--- config.mk ---
export PLATFORM = sky130hd
export DESIGN_NAME = gate_stepper_ctrl
export DESIGN_NICKNAME = d
export VERILOG_FILES = /design/src/rtl/gate_stepper_ctrl.sv
export SDC_FILE = /design/constraint.sdc
export NUM_CORES = 1
export LEC_CHECK = 0
export ABC_AREA = 1
export CORE_ASPECT_RATIO = 1.25
export CORE_MARGIN = 1
export CORE_UTILIZATION = 64
export CTS_CLUSTER_DIAMETER = 80
export DETAILED_ROUTE_END_ITERATION = 8
export DONT_BUFFER_PORTS = 1
export GPL_TIMING_DRIVEN = 0
export MAX_ROUTING_LAYER = met4
export PLACE_DENSITY = 0.8
export REMOVE_ABC_BUFFERS = 1
export SLEW_MARGIN = 40
export SYNTH_ARGS = -nofsm -noshare
export SYNTH_HDL_FRONTEND = slang
export SYNTH_SLANG_ARGS = --single-unit
--- constraint.sdc ---
create_clock -name clk -period 2.1 [get_ports clk]
set_input_delay 0.315 -clock clk [delete_from_list [all_inputs] [get_ports clk]]
set_output_delay 0.315 -clock clk [all_outputs]
set_load 0.02 [all_outputs]
--- src/rtl/gate_stepper_ctrl.sv ---
// Programmable stepper-coil sequencer for the gate barrier motor: counted full/half-step moves.
// Define GATE_STEPPER_POS_EN to add the absolute position output pos.
module gate_stepper_ctrl #(
    parameter int unsigned PHASES     = 4,
    parameter int unsigned DIV_W      = 16,
    parameter int unsigned CNT_W      = 12,
    parameter bit          ACTIVE_LOW = 1'b1
) (
    input  logic              clk,
    input  logic              rst,
    input  logic              start,
    input  logic              dir,
    input  logic [CNT_W-1:0]  steps,
    input  logic [DIV_W-1:0]  rate,
    input  logic              half_step,
    input  logic              stop,
    output logic              busy,
    output logic              done,
    output logic              dir_out,
`ifdef GATE_STEPPER_POS_EN
    output logic [CNT_W-1:0]  pos,
`endif
    output logic [PHASES-1:0] coils
);

    localparam int unsigned NIDX = 2 * PHASES;
    localparam int unsigned IW   = $clog2(NIDX);

    typedef enum logic [1:0] {StIdle, StRun, StDone} state_e;

    state_e             state_q, state_d;
    logic [IW-1:0]      idx_q, idx_d;
    logic [DIV_W-1:0]   presc_q, presc_d;
    logic [DIV_W-1:0]   rate_q, rate_d;
    logic [CNT_W-1:0]   rem_q, rem_d;
    logic               dir_q, dir_d;
    logic               half_q, half_d;
    logic [PHASES-1:0]  coils_q;
    logic               tick;

    // Even index energises one coil, odd index energises the two neighbours.
    function automatic logic [PHASES-1:0] coil_pat(input logic [IW-1:0] i);
        logic [PHASES-1:0] p;
        int unsigned       lo;
        lo = 32'(i) >> 1;
        for (int unsigned k = 0; k < PHASES; k++) begin
            p[k] = (k == lo) || (i[0] && (k == ((lo + 1) % PHASES)));
        end
        return ACTIVE_LOW ? ~p : p;
    endfunction

    function automatic logic [IW-1:0] step_idx(input logic [IW-1:0] i, input logic d,
                                               input int unsigned s);
        int unsigned v;
        v = d ? (32'(i) + NIDX - s) : (32'(i) + s);
        if (v >= NIDX) v = v - NIDX;
        return IW'(v);
    endfunction

    always_comb begin
        state_d = state_q;
        idx_d   = idx_q;
        presc_d = presc_q;
        rate_d  = rate_q;
        rem_d   = rem_q;
        dir_d   = dir_q;
        half_d  = half_q;
        tick    = 1'b0;
        unique case (state_q)
            StIdle: begin
                if (start && (steps != '0)) begin
                    state_d = StRun;
                    dir_d   = dir;
                    half_d  = half_step;
                    rate_d  = rate;
                    rem_d   = steps;
                    presc_d = '0;
                    // Full-step drive runs on even indices only.
                    if (!half_step) idx_d = {idx_q[IW-1:1], 1'b0};
                end
            end
            StRun: begin
                if (stop) begin
                    state_d = StIdle;
                end else if (presc_q == rate_q) begin
                    tick    = 1'b1;
                    presc_d = '0;
                    rem_d   = rem_q - CNT_W'(1);
                    idx_d   = step_idx(idx_q, dir_q, half_q ? 1 : 2);
                    if (rem_q == CNT_W'(1)) state_d = StDone;
                end else begin
                    presc_d = presc_q + DIV_W'(1);
                end
            end
            StDone:  state_d = StIdle;
            default: state_d = StIdle;
        endcase
    end

    always_ff @(posedge clk or posedge rst) begin
        if (rst) begin
            state_q <= StIdle;
            idx_q   <= '0;
            presc_q <= '0;
            rate_q  <= '0;
            rem_q   <= '0;
            dir_q   <= 1'b0;
            half_q  <= 1'b0;
            coils_q <= coil_pat(IW'(0));
        end else begin
            state_q <= state_d;
            idx_q   <= idx_d;
            presc_q <= presc_d;
            rate_q  <= rate_d;
            rem_q   <= rem_d;
            dir_q   <= dir_d;
            half_q  <= half_d;
            coils_q <= coil_pat(idx_d);
        end
    end

`ifdef GATE_STEPPER_POS_EN
    logic [CNT_W-1:0] pos_q;

    always_ff @(posedge clk or posedge rst) begin
        if (rst) begin
            pos_q <= '0;
        end else if (tick) begin
            pos_q <= dir_q ? pos_q - CNT_W'(1) : pos_q + CNT_W'(1);
        end
    end

    assign pos = pos_q;
`endif

    assign busy    = (state_q == StRun);
    assign done    = (state_q == StDone);
    assign dir_out = dir_q;
    assign coils   = coils_q;

endmodule

==> run_results.csv, run 1 <==
group,metric,value,unit
outcome,status,"complete, no violations",
detailed_routing,met2WireLength,3.75,mm
placement,io_buffers,0,
sta,period_share,92.2,%
layout,drive_above_1_share,13.2,%
clocking,cts_made_buffers,5,
hold_path,whs_path_depth,2,
worst_setup_path,startpoint_type,"flip-flop",
worst_setup_path,cp.arrival,1620,ps
yosys,synth_seq_area_share,38.8,%
sta,fmax,0.517,GHz
sta,rsz0062_at_grt,"true",
global_route,grt_pass1_wl,12.3,mm
sta,whs,117,ps
yosys,yosysTopAreaCell,"dfrtp_1",
worst_setup_path,cp-end-kind,"output pin",
yosys,ys_async_sr_fraction,100,%
worst_setup_path,critPathKind,"flip-flop to output pin",
floorplan,core-area,5410,sq um
detailed_routing,vias_per_cell,5.44,
layout,n_antenna_cell,0,
worst_setup_path,worst_ep_required_time,1780,ps
power_and_ir_drop,peakVddDrop,0.587,mV
worst_setup_path,cp_max_fo,28,
global_route,antenna_found_initial,0,
yosys,yosysMostFrequentCell,"nand2_1",
layout,nNetsFinal,525,
sta,hold_violations,0,
hold_path,hp-class,"primary input to flip-flop",
sta,setup-tns-final,0,ps
detailed_routing,remaining_drc_errors,0,
clocking,root_buffer,"clkbuf_8",
yosys,synth_area_leaders,"dfrtp_1 (37%), nand2_1 (14%), inv_1 (6.4%)",
yosys,ys_warn_count,0,
layout,area_growth,3.34,%
detailed_routing,routed_wirelength,7.24,mm
yosys,post-synth-top-area-fraction,36.6,%
yosys,synth_common_cells,"nand2_1 (133), inv_1 (61), dfrtp_1 (52)",
yosys,synth.avg_cell_area,7.33,sq um
floorplan,rows,30,
floorplan,ios,41,
detailed_routing,drt_iter0_drc,135,
detailed_routing,top_layer_used,"met4",
detailed_routing,met3WireLength,325,um
sta,max-slew-margin-rel,62.2,%
placement,gp_congestion,0.930,
clocking,clock_latency,310,ps
yosys,synthFlopType,"dfrtp_1",
detailed_routing,vias,2985,
sta,min_period,1940,ps
floorplan,fp.dieW,68.7,um
power_and_ir_drop,p_leak,1.77,nW
run,drv_cap,0,
detailed_routing,firstDrtPassIters,5,
global_route,grt_max_degree,39,
layout,n_fill_cell,495,
clocking,cts_resized,0,
global_route,grt_usage,28.7,%
yosys,synth_edf_count,0,
yosys,netlist_area,3560,sq um
sta,slew_viol_final,0,
sta,finalSetupViolations,0,
yosys,ys_ff_latch,55,
detailed_routing,drt-met1-wl,3.00,mm
detailed_routing,wl_per_cell,13.2,um
placement,dp_hpwl,5.40,mm
power_and_ir_drop,power,3.11,mW
clocking,cts-htree-levels,2,
yosys,syn_inst,485,
floorplan,start_util,65.8,%
sta,fin_skew,12.2,ps
worst_setup_path,r2r.worst_path.cells,9,
clocking,cts.sinks,55,
clocking,cts_tree,"built",
yosys,ys_types,39,
clocking,cts_max_path_buffers,2,
global_route,grt_pass1_vias,2869,
detailed_routing,ant_nets,0,
floorplan,fp.dieH,85.4,um
sta,tightest_slew,566,ps
clocking,clk_pin_slew_worst_paths,100,ps
power_and_ir_drop,p_per_area,847,nW/um^2
floorplan,dieArea,5860,sq um
global_route,overflow,0,
-- routing by layer --
| metal | vias up | track usage [%] |
|---|---|---|
| met5 | - | - |
| met4 | 0 | 10.6 |
| met3 | 16 | 4.84 |
| met2 | 67 | 48.4 |
| met1 | 1371 | 33.2 |
| li1 | 1531 | - |
-- final cells by class --
type	count	area (sq um)	share of cell area [%]
Timing Repair Buffer	3	37.5	1.02
Multi-Input combinational cell	343	1790	48.8
Tap cell	64	80.1	2.18
Inverter	76	300	8.17
Sequential cell	55	1380	37.5
Clock buffer	7	76.3	2.08
Clock inverter	1	7.51	0.204
-- final timing paths --
path | start | endpoint | slack, ps
min in group asynchronous | rst | rate_q[9]$_DFFE_PP0P_ | 400
max reg2reg | state_q[1]$_DFFE_PP0P_ | coils[3]$_DFF_PP1_ | 180
max | state_q[1]$_DFFE_PP0P_ | busy | 160
max in group asynchronous | rst | coils[3]$_DFF_PP1_ | 1160
min | rate[5] | rate_q[5]$_DFFE_PP0P_ | 120
min reg2reg | rem_q[6]$_DFFE_PP0P_ | rem_q[6]$_DFFE_PP0P_ | 510
-- sequential cells by signal, indices dropped and copies added (netlist names) --
signal	cells
idx_q	3
rate_q	16
dir_out	1
half_q	1
rem_q	12
presc_q	16
coils	4
state_q	2
-- where the power goes --
group	switching (mW)	internal [mW]	total (mW)	leakage, nW
logic	0.748	0.365	1.11	1.02
clock network	0.347	0.237	0.584	0.0385
registers	0.157	1.26	1.42	0.706
total	1.25	1.86	3.11	1.77
-- per-stage QoR --
step / util, % / area [sq um] / worst slack [ps] / instances
after floorplan: - / 3470 / 393 / 474
final: 68.0 / 3680 / 165 / 549
after CTS: 68.0 / 3680 / 155 / 549
after detailed placement: 66.1 / 3570 / 24.7 / 539
after global routing: 68.0 / 3680 / -9.28 / 549
after global placement: 65.7 / 3550 / -208 / 538
-- logic make-up after synthesis --
logic type | after synthesis | share of synthesized area, %
AND/OR/NAND/NOR | 260 | 34.6
adder cells (fa/ha/maj) | 7 | 2.88
buffers and inverters | 87 | 10.8
XOR/XNOR | 11 | 2.71
AO/OA/AOI/OAI | 65 | 10.2
flip-flops | 55 | 38.8
-- critical path, cell delays in order, from the launching register on --
cell and delay [ps]:
dfrtp_1 410, inv_1 90, nand2_1 270, inv_2 540
-- cells in the final DEF (no fill, tap or decap), types with 2 or more instances in the layout --
cell / instances
clkbuf_1: 2
o21ai_0: 34
o21ai_1: 12
nand2_4: 5
nor3_1: 10
nand2_1: 133
fa_1: 2
inv_1: 60
nor2_1: 47
nor2_4: 3
clkbuf_8: 5
o21ai_2: 7
a31oi_1: 2
inv_2: 14
nand2_2: 12
nand4_1: 11
nand3_2: 2
dfstp_2: 3
ha_1: 5
a21oi_1: 7
nand3_1: 26
xor2_1: 10
dfrtp_1: 52
nor4_1: 3
-- what timing repair did --
item	4_1_cts	5_1_grt
endpoints found under the setup margin	1	2
setup buffers	1	0
hold endpoints to repair	17	0
pin swaps	1	0
hold buffers	1	0
Note: power is estimated with default switching activity, not from simulation.
==> run 2: changes to the inputs <==
- clock period: 2.1 -> 1.9 ns (I/O delays scaled with it)
==> run 2 against run 1 <==
Net effect: clock power grew 11%; register-to-register slack got worse by 50 ps; combinational power increased by 14%.
==> run_results.csv, run 2 (synthesis gave the netlist of run 1 again) <==
group,metric,value,unit
clocking,cts_made_buffers,5,
sta,slew_viol_final,0,
power_and_ir_drop,peakVddDrop,0.649,mV
sta,finalSetupViolations,0,
detailed_routing,routed_wirelength,7.34,mm
detailed_routing,vias_per_cell,5.39,
placement,io_buffers,0,
sta,max-slew-margin-rel,64.0,%
global_route,grt_pass1_wl,12.3,mm
clocking,cts_tree,"built",
layout,n_fill_cell,481,
global_route,grt_usage,28.7,%
clocking,cts.sinks,55,
worst_setup_path,slowest_delay,420,ps
floorplan,fp.dieW,68.7,um
worst_setup_path,crit_chain,"inv_2 > ha_2 > fa_1 > nand2_1 > o21ai_0 > inv_1 > nand3_2 > nand2_4 > inv_2 > nand2_1 > nand3_1",
placement,dp_hpwl,5.40,mm
global_route,grt_max_degree,39,
clocking,clk_pin_slew_worst_paths,100,ps
worst_setup_path,critPathKind,"flip-flop to flip-flop",
clocking,cts_max_path_buffers,2,
layout,top_regs,"presc_q: 16 flops, rate_q: 16 flops, rem_q: 12 flops",
worst_setup_path,rrSetupSlack,130,ps
power_and_ir_drop,p_leak,1.81,nW
sta,fmax,0.565,GHz
layout,drive_above_1_share,15.9,%
placement,dp_cells,539,
detailed_routing,remaining_drc_errors,0,
sta,hold_violations,0,
floorplan,start_util,65.8,%
floorplan,dieArea,5860,sq um
clocking,clock_latency,310,ps
sta,tightest_slew,539,ps
layout,seqCellArea,1380,sq um
sta,min_period,1770,ps
worst_setup_path,startpoint_type,"flip-flop",
worst_setup_path,worst_ep_required_time,2100,ps
worst_setup_path,cp_max_fo,5,
layout,nNetsFinal,532,
outcome,status,"complete, no violations",
worst_setup_path,cp-end-kind,"flip-flop",
global_route,antenna_found_initial,0,
layout,n_antenna_cell,0,
clocking,root_buffer,"clkbuf_8",
sta,period_share,93.2,%
worst_setup_path,cp_slowest_cell,"dfrtp_1",
layout,multi_input_area,1810,sq um
global_route,grt_pass1_vias,2867,
worst_setup_path,cp.arrival,1970,ps
floorplan,rows,30,
layout,final_cells,556,
hold_path,hp-class,"primary input to flip-flop",
placement,gp_congestion,0.930,
layout,final_common_cell,"nand2_1",
layout,area_growth,5.84,%
layout,fin_area,3760,sq um
floorplan,fp.dieH,85.4,um
detailed_routing,wl_per_cell,13.2,um
clocking,cts-htree-levels,2,
floorplan,core-area,5410,sq um
detailed_routing,vias,2998,
floorplan,ios,41,
sta,fin_skew,11.8,ps
global_route,overflow,0,
placement,placed_area,3570,sq um
detailed_routing,firstDrtPassIters,4,
layout,final_cell_mix,"nand2_1 (132), inv_1 (59), dfrtp_1 (49)",
detailed_routing,drt_iter0_drc,150,
detailed_routing,ant_nets,0,
power_and_ir_drop,p_per_area,924,nW/um^2
run,drv_cap,0,
-- run 2: layer usage --
layer | global-route usage, % | vias to the layer above | part of all wire, %
met5 | - | - | 0
li1 | - | 1541 | -
met2 | 48.4 | 61 | 51
met4 | 10.6 | 0 | 2.5
met1 | 33.1 | 1379 | 42
met3 | 4.84 | 17 | 4.3
-- run 2: path summary, 6_finish.rpt --
| kind | from | to | depth (start not counted) |
|---|---|---|---|
| max reg2reg | idx_q[0]$_DFF_PP0_ | coils[0]$_DFF_PP0_ | 11 |
| max in group asynchronous | rst | coils[3]$_DFF_PP1_ | 3 |
| min in group asynchronous | rst | rate_q[9]$_DFFE_PP0P_ | 2 |
| min | rate[5] | rate_q[5]$_DFFE_PP0P_ | 2 |
| min reg2reg | rem_q[6]$_DFFE_PP0P_ | rem_q[6]$_DFFE_PP0P_ | 2 |
| max | idx_q[0]$_DFF_PP0_ | coils[0]$_DFF_PP0_ | 11 |
-- run 2: worst max-delay path, delay by kind of cell, from the launching register on --
kind	cells	cell delay, ps
buffers and inverters	3	190
and+or+nand+nor	5	400
AOI/OAI and AO/OA	1	70
DFF	1	420
adders and majority gates	2	570
-- run 2: stage by stage --
stage / power [mW] / hold WS (ps) / setup slack [ps] / utilization, % / TNS, ps
floorplan: 2.54 / 395 / 193 / - / 0
global placement: 2.76 / 399 / -378 / 65.7 / -19980
detailed placement: 2.81 / 112 / -175 / 66.1 / -757
CTS: 3.47 / 82.9 / 1.08 / 68.1 / 0
global route: 3.75 / 78.6 / -40.1 / 69.7 / -40.1
finish: 3.48 / 88.4 / 129 / 69.7 / 0
-- run 2: layout make-up --
type	instances	share of cell area (%)
flip-flops and latches	55	36.8
clock buffers	7	2.03
multi-input cells	343	48.1
inverters	76	8.41
well taps	64	2.13
clock inverters	1	0.199
repair buffers	10	2.39
-- run 2: report_power, final --
| group | internal [mW] | total [mW] | leakage (nW) | switching, mW |
|---|---|---|---|---|
| clock | 0.262 | 0.646 | 0.0385 | 0.384 |
| sequential | 1.39 | 1.57 | 0.701 | 0.175 |
| combinational | 0.420 | 1.26 | 1.07 | 0.844 |
| total | 2.08 | 3.48 | 1.81 | 1.40 |
-- run 2: repair_timing --
item / CTS / global route
hold buffers: 1 / 0
pin swaps: 1 / 2
endpoints found under the setup margin: 16 / 17
gates resized for setup: 1 / 12
buffers inserted: 1 / 7
hold endpoints to repair: 17 / 0
